`config.mk`:
```
export PLATFORM = sky130hd
export DESIGN_NAME = dmem_arbiter
export DESIGN_NICKNAME = d
export VERILOG_FILES = /design/src/rtl/dmem_arbiter.sv
export SDC_FILE = /design/constraint.sdc
export NUM_CORES = 1
export LEC_CHECK = 0
export BUFFER_PORTS_ARGS = -buffer_cell sky130_fd_sc_hd__buf_2
export CORE_AREA = 2 2 88 90
export DETAILED_ROUTE_END_ITERATION = 16
export DIE_AREA = 0 0 90 92
export GPL_ROUTABILITY_DRIVEN = 0
export SYNTH_ARGS = -nofsm -noshare
export SYNTH_HDL_FRONTEND = slang
export SYNTH_SLANG_ARGS = --single-unit
```
`constraint.sdc`:
```
create_clock -name clk -period 1.9 [get_ports clk]
set_input_delay 0.38 -clock clk [delete_from_list [all_inputs] [get_ports clk]]
set_output_delay 0.38 -clock clk [all_outputs]
set_load 0.05 [all_outputs]
```
`src/rtl/dmem_arbiter.sv`:
```
`default_nettype none
// ============================================================================
// Module   : dmem_arbiter
// Brief    : Shares the synchronous data memory between the core load/store
//            stage and the host port; one access per cycle, bounded host wait.
// Revision : 1.0
// ============================================================================
module dmem_arbiter #(
  parameter int ADDR_W       = 9,
  parameter int DATA_W       = 32,
  parameter int STARVE_LIMIT = 3
) (
  input  logic              clk,
  input  logic              reset,
  input  logic              core_req,
  input  logic              core_we,
  input  logic [ADDR_W-1:0] core_addr,
  input  logic [DATA_W-1:0] core_wdata,
  output logic              core_stall,
  output logic              core_rvalid,
  output logic [DATA_W-1:0] core_rdata,
  input  logic              host_req,
  input  logic              host_we,
  input  logic [ADDR_W-1:0] host_addr,
  input  logic [DATA_W-1:0] host_wdata,
  output logic              host_gnt,
  output logic              host_rvalid,
  output logic [DATA_W-1:0] host_rdata,
  output logic              mem_re,
  output logic              mem_we,
  output logic [ADDR_W-1:0] mem_addr,
  output logic [DATA_W-1:0] mem_wdata,
  input  logic [DATA_W-1:0] mem_rdata
);

  typedef enum logic [0:0] {
    ST_IDLE      = 1'b0,
    ST_CORE_WAIT = 1'b1
  } state_t;

  localparam logic [1:0] c_OWN_NONE   = 2'd0;
  localparam logic [1:0] c_OWN_CORE   = 2'd1;
  localparam logic [1:0] c_OWN_HOST   = 2'd2;
  localparam logic [3:0] c_STARVE_MAX = 4'(STARVE_LIMIT);

  state_t      r_state;
  state_t      w_state_nxt;
  logic [1:0]  r_rd_own;
  logic [1:0]  w_rd_own_nxt;
  logic [3:0]  r_starve_cnt;
  logic [3:0]  w_starve_nxt;
  logic        w_core_elig;
  logic        w_host_win;
  logic        w_core_win;
  logic        w_core_rd;
  logic        w_host_rd;

  always_ff @(posedge clk or negedge reset) begin
    if (!reset) begin
      r_state      <= ST_IDLE;
      r_rd_own     <= c_OWN_NONE;
      r_starve_cnt <= 4'd0;
    end else begin
      r_state      <= w_state_nxt;
      r_rd_own     <= w_rd_own_nxt;
      r_starve_cnt <= w_starve_nxt;
    end
  end

  always_comb begin
    // Every request term is qualified by reset so all outputs drop while it is held.
    w_core_elig = reset & core_req & (r_state == ST_IDLE);
    w_host_win  = reset & host_req & (~w_core_elig | (r_starve_cnt == c_STARVE_MAX));
    w_core_win  = w_core_elig & ~w_host_win;
    w_core_rd   = w_core_win & ~core_we;
    w_host_rd   = w_host_win & ~host_we;

    w_state_nxt = ST_IDLE;
    case (r_state)
      ST_IDLE:      w_state_nxt = w_core_rd ? ST_CORE_WAIT : ST_IDLE;
      ST_CORE_WAIT: w_state_nxt = ST_IDLE;
      default:      w_state_nxt = ST_IDLE;
    endcase

    w_rd_own_nxt = c_OWN_NONE;
    if (w_core_rd) begin
      w_rd_own_nxt = c_OWN_CORE;
    end else if (w_host_rd) begin
      w_rd_own_nxt = c_OWN_HOST;
    end

    w_starve_nxt = 4'd0;
    if (host_req && !w_host_win) begin
      w_starve_nxt = (r_starve_cnt >= c_STARVE_MAX) ? c_STARVE_MAX : r_starve_cnt + 4'd1;
    end

    mem_re    = w_core_rd | w_host_rd;
    mem_we    = (w_core_win & core_we) | (w_host_win & host_we);
    mem_addr  = '0;
    mem_wdata = '0;
    if (w_core_win) begin
      mem_addr  = core_addr;
      mem_wdata = core_wdata;
    end else if (w_host_win) begin
      mem_addr  = host_addr;
      mem_wdata = host_wdata;
    end

    // A core store that wins completes this cycle; anything else eligible must hold.
    core_stall  = w_core_elig & ~(w_core_win & core_we);
    host_gnt    = w_host_win;
    core_rvalid = reset & (r_rd_own == c_OWN_CORE);
    host_rvalid = reset & (r_rd_own == c_OWN_HOST);
    core_rdata  = core_rvalid ? mem_rdata : '0;
    host_rdata  = host_rvalid ? mem_rdata : '0;
  end

endmodule
`default_nettype wire

```
Word-level counts from Yosys, hierarchy flattened. Index checks and enable logic that the tools add are counted.

Add/subtract/negate cells: 1. Order comparisons: 1. Eq/ne operators: 3. Multiplexer cells: 12. Bitwise gates (word level): 21. Reduce and logical (&&, ||, !) cells: 2.

Operators by type and width (count): $mux W32 (4); $mux W9 (2); $and A1 B1 Y1 (12); $mux W4 (2); $not A1 Y1 (6); $add A4 B1 Y4 const B (1); $eq A4 B2 Y1 const B (1); $ge A4 B2 Y1 const B (1); $mux W2 (2); $or A1 B1 Y1 (3); $eq A2 B1 Y1 const B (1); $eq A2 B2 Y1 const B (1); $pmux W1 S2 (1); $logic_and A1 B1 Y1 (1); $logic_not A1 Y1 (1); $mux W1 (1).

Register bits after elaboration: 7. Bits of input ports: 120. Output and inout bits: 111. Word-level logic and storage cells: 43.

Depth between registers and ports, before layout.
Word-level depth: 10. Gate-level depth with buffers: 6. Gate-level depth less buffers: 4.

Least setup slack after synthesis. OpenSTA, ideal clock, no wires.

Path type: reg-to-output. From: reg r_starve_cnt[0]. To: out core_stall. Data arrival time: 1875 ps. Data required time: 1520 ps. Setup slack: -355 ps. Cell stages (with the launch flop): 4. Path buffers: 0. Cell sequence: dfrtp_1 ha_1 nand4bb_1 a211oi_1.

Word-level cells in the longest chain between the ends: 8.

RTL lines: start: declaration (line 50) `logic [3:0] r_starve_cnt;`; start signal: assignment (line 66) `r_starve_cnt <= w_starve_nxt;`; $eq A4 B2 Y1 (line 73) `w_host_win = reset & host_req & (~w_core_elig | (r_starve_cnt == c_STARVE_MAX));`; $or A1 B1 Y1 (line 73); $and A1 B1 Y1 (line 73); $not A1 Y1 (line 74) `w_core_win = w_core_elig & ~w_host_win;`; $and A1 B1 Y1 (line 74); $and A1 B1 Y1 (line 110) `core_stall = w_core_elig & ~(w_core_win & core_we);`; $not A1 Y1 (line 110); $and A1 B1 Y1 (line 110); end: declaration (line 19) `output logic core_stall,`.

No other way between the ends.

Worst setup path in the final report.
From: reg r_starve_cnt[0]. To: out mem_addr[7].

Word-level cells in the longest chain between the ends: 6.

RTL lines: $eq A4 B2 Y1 (*) (line 73); $or A1 B1 Y1 (*) (line 73); $and A1 B1 Y1 (*) (line 73); $not A1 Y1 (line 74); $and A1 B1 Y1 (line 74); $mux W9 (*) (line 101) `if (w_core_win) begin`; end: declaration (line 31) `output logic [ADDR_W-1:0] mem_addr,`.

Mark *: on every way between the ends. The rest lies on a longest branch, timed or not.

==> impl_metrics.py <==
metrics = {
    "timing": {
        "final_max_slew_viol_count": 0,
        "setup_violations": 45,
        "finalCritPeriodShare": 1.12,
        "period_needed_ps": 2130,
        "rsz0062_at_grt": "true",
        "timing.fmax_mhz": 468,
        "hold_viol": 0,
        "finalWorstSetupSlack_ps": -235,
        "fin_skew_ps": 0.861,
        "fin_tns_setup_ps": -8220,
    },
    "drt": {
        "viasPerCell": 4.45,
        "route.detailed.drc": 0,
        "routed_wl_mm": 7.62,
        "drt_first_pass_iters": 4,
        "drt_iter0_markers": 75,
        "post_drt_wl_per_cell_um": 13.0,
        "detail-route-antenna-nets": 0,
        "routed-via-count": 2597,
    },
    "die": {
        "die_width_um": 90,
        "die_y_um": 92,
        "die_area_sq_um": 8280,
        "initial_core_util": 0.204,
        "io_pins": 231,
        "coreArea_sq_um": 7450,
        "std_cell_rows": 32,
    },
    "power_and_ir_drop": {
        "combPwrFrac": 0.712,
        "p_seq_frac": 0.129,
        "leakage_nw": 1.91,
        "switching_share": 0.486,
        "ir_drop_mv": 0.226,
        "p_per_area_nw_per_um2": 370,
        "netSwitchingPower_uw": 615,
        "p_int_uw": 652,
        "pwr-share-clk": 0.159,
    },
    "yosys": {
        "ys_warn_count": 0,
        "synth_seq_area_share": 0.115,
        "synthArstFlopShare": 1.00,
        "syn-cell-area_sq_um": 1520,
        "synthCells": 247,
        "synth_cell_types": 28,
        "ys_ff_latch": 7,
        "synth_ff_type": "dfrtp_1",
        "synth_edf_count": 0,
        "syn_avg_cell_area_sq_um": 6.15,
    },
    "global_routing": {
        "grt_usage": 0.169,
        "antenna_found_initial": 2,
        "grt_start_max_net_pins": 34,
        "grt_overflow": 0,
        "first_global_vias": 2431,
        "grt_pass1_wl_mm": 11.6,
    },
    "clocking": {
        "cts_buffers": 3,
        "cts_max_level": 1,
        "cts_root_buffer": "clkbuf_8",
        "ctsHoldBuffers": 0,
        "clockBufferDepth": 2,
        "cts.sinks": 7,
        "cts_tree": "done",
        "clk_latency_ps": 220,
        "cts.clk_slew.worst_paths_ps": 40,
    },
    "setup_path": {
        "required_ps": 1520,
        "cp_common_cell": "buf_6",
        "worstPathArrival_ps": 1750,
        "path_depth": 7,
        "endpoint_kind": "output port",
        "path_cells": "ha_4, and4bb_4, a21oi_4, buf_6, buf_16, o22ai_2, buf_6",
        "critPathMaxStageDelay_ps": 400,
        "worstSetupPathType": "reg -> out",
        "reg2reg_depth": 6,
        "critPathMaxFanout": 6,
        "path_buf_inv": 3,
        "cp-start-kind": "register",
        "worst_path_max_delay_cell": "dfrtp_1",
        "critical_path.top_delay_family": "buffers and inverters",
    },
    "cells_and_area": {
        "nFillCells": 730,
        "drive_above_1_share": 0.638,
        "area_growth_pct": 125,
        "layout.nets": 602,
        "final_util": 0.460,
    },
    "worst_hold_path": {
        "min_path_type": "in -> async",
    },
    "outcome": {
        "outcome": "complete, but fails checks",
        "violations": "negative setup slack",
    },
    "placement": {
        "portBuffers": 230,
        "detailed_place_hpwl_mm": 5.96,
    },
    "run": {
        "maxCapViolCount": 0,
    },
}
## synth_stat cells (all sizes together) (2+ instances only)
master	count	area, sq um
dfrtp	7	175
nand2b	3	26.3
inv	3	11.3
a221oi	2	17.5
nand2	85	319
o22ai	42	282
and2	64	400
clkbuf	6	22.5
nor4	2	18.8
buf	19	123
nor2	4	17.5
## kinds of logic (layout without fill, tap and decap cells)
logic type	count (synthesis)	in the layout	share of synthesized area
buf+inv	28	260	0.103
fa+ha+maj	1	1	0.00824
flops	7	7	0.115
simple gates	162	162	0.549
other cells	1	4	0.00247
compound gates	48	48	0.222
## per-layer routing
metal / up-vias / part of all wire / track usage
li1: 1289 / - / -
met1: 1150 / 0.36 / 0.182
met2: 152 / 0.53 / 0.333
met3: 6 / 0.098 / 0.0468
met4: 0 / 0.0084 / 0.0282
met5: - / 0 / 0
## power groups by stage
stage | Combinational, mW | Sequential (mW) | Clock [mW]
3_3_place_gp | 0.776 | 0.164 | 0
4_1_cts | 0.881 | 0.164 | 0.205
6_report | 0.902 | 0.163 | 0.201
2_1_floorplan | 0.513 | 0.164 | 0
5_1_grt | 0.955 | 0.164 | 0.217
3_5_place_dp | 0.784 | 0.164 | 0
## worst register-to-register path, delay by kind of cell (launching register included)
| family | cells | cell delay (ps) |
|---|---|---|
| buffers and inverters | 2 | 310 |
| AOI/OAI and AO/OA | 1 | 190 |
| adders and majority gates | 1 | 180 |
| DFF | 1 | 400 |
| and+or+nand+nor | 2 | 260 |
## final timing paths
check / slack [ps] / end / startpoint
max: -230 / mem_addr[7] / r_starve_cnt[0]
max reg2reg: 460 / r_rd_own[1] / r_starve_cnt[0]
min reg2reg: 520 / r_starve_cnt[0] / r_starve_cnt[0]
max in group asynchronous: 1270 / r_starve_cnt[2] / reset
min: 310 / r_state / reset
min in group clk: 430 / r_state / core_we
## sequential cells by signal (all words and copies together), names as in the netlist
name,count
r_state,1
r_starve_cnt,4
r_rd_own,2
## cell type report
class | count | area [sq um] | area share
inverter | 3 | 11.3 | 0.00329
clock buffer | 4 | 45.0 | 0.0132
antenna | 2 | 5.00 | 0.00146
sequential | 7 | 175 | 0.0512
multi-input combinational | 213 | 1390 | 0.406
timing repair buffer | 253 | 1670 | 0.488
tap | 102 | 128 | 0.0373
## layout by cell type (no fill, tap or decap)
cell,count
a221oi_1,2
o22ai_2,16
nor4_1,1
nand2b_1,1
buf_6,22
o22ai_4,4
o22ai_1,22
and4bb_4,1
nand2b_4,1
nor3_1,1
nor4_2,1
buf_4,38
a21o_1,1
a211oi_4,1
nand4bb_1,1
and2_2,18
buf_2,181
diode_2,2
clkbuf_8,3
nor2_4,1
o21bai_2,1
inv_2,1
ha_4,1
clkbuf_4,2
nor3b_4,1
nand2_1,85
clkbuf_1,1
dfrtp_1,7
buf_12,8
nor2_1,2
nor2_2,1
inv_1,2
and2_1,46
nand2b_2,1
conb_1,2
buf_16,2
a21oi_4,1
## through the flow
stage	instance area (sq um)	setup slack [ps]	total power, mW	hold slack (ps)	instances
floorplan	1610	-335	0.677	84.4	248
global placement	3000	-4.88	0.940	454	573
detailed placement	3000	-58.3	0.948	460	573
CTS	3340	-221	1.25	316	582
global route	3420	-305	1.34	338	582
finish	3420	-235	1.27	313	584
## timing repair
item,CTS,global route
setup buffers,3,1
setup endpoints to repair,45,45
gates cloned,2,0
gates resized for setup,72,15
pin swaps,1,4
(Power assumes the default switching activity.)
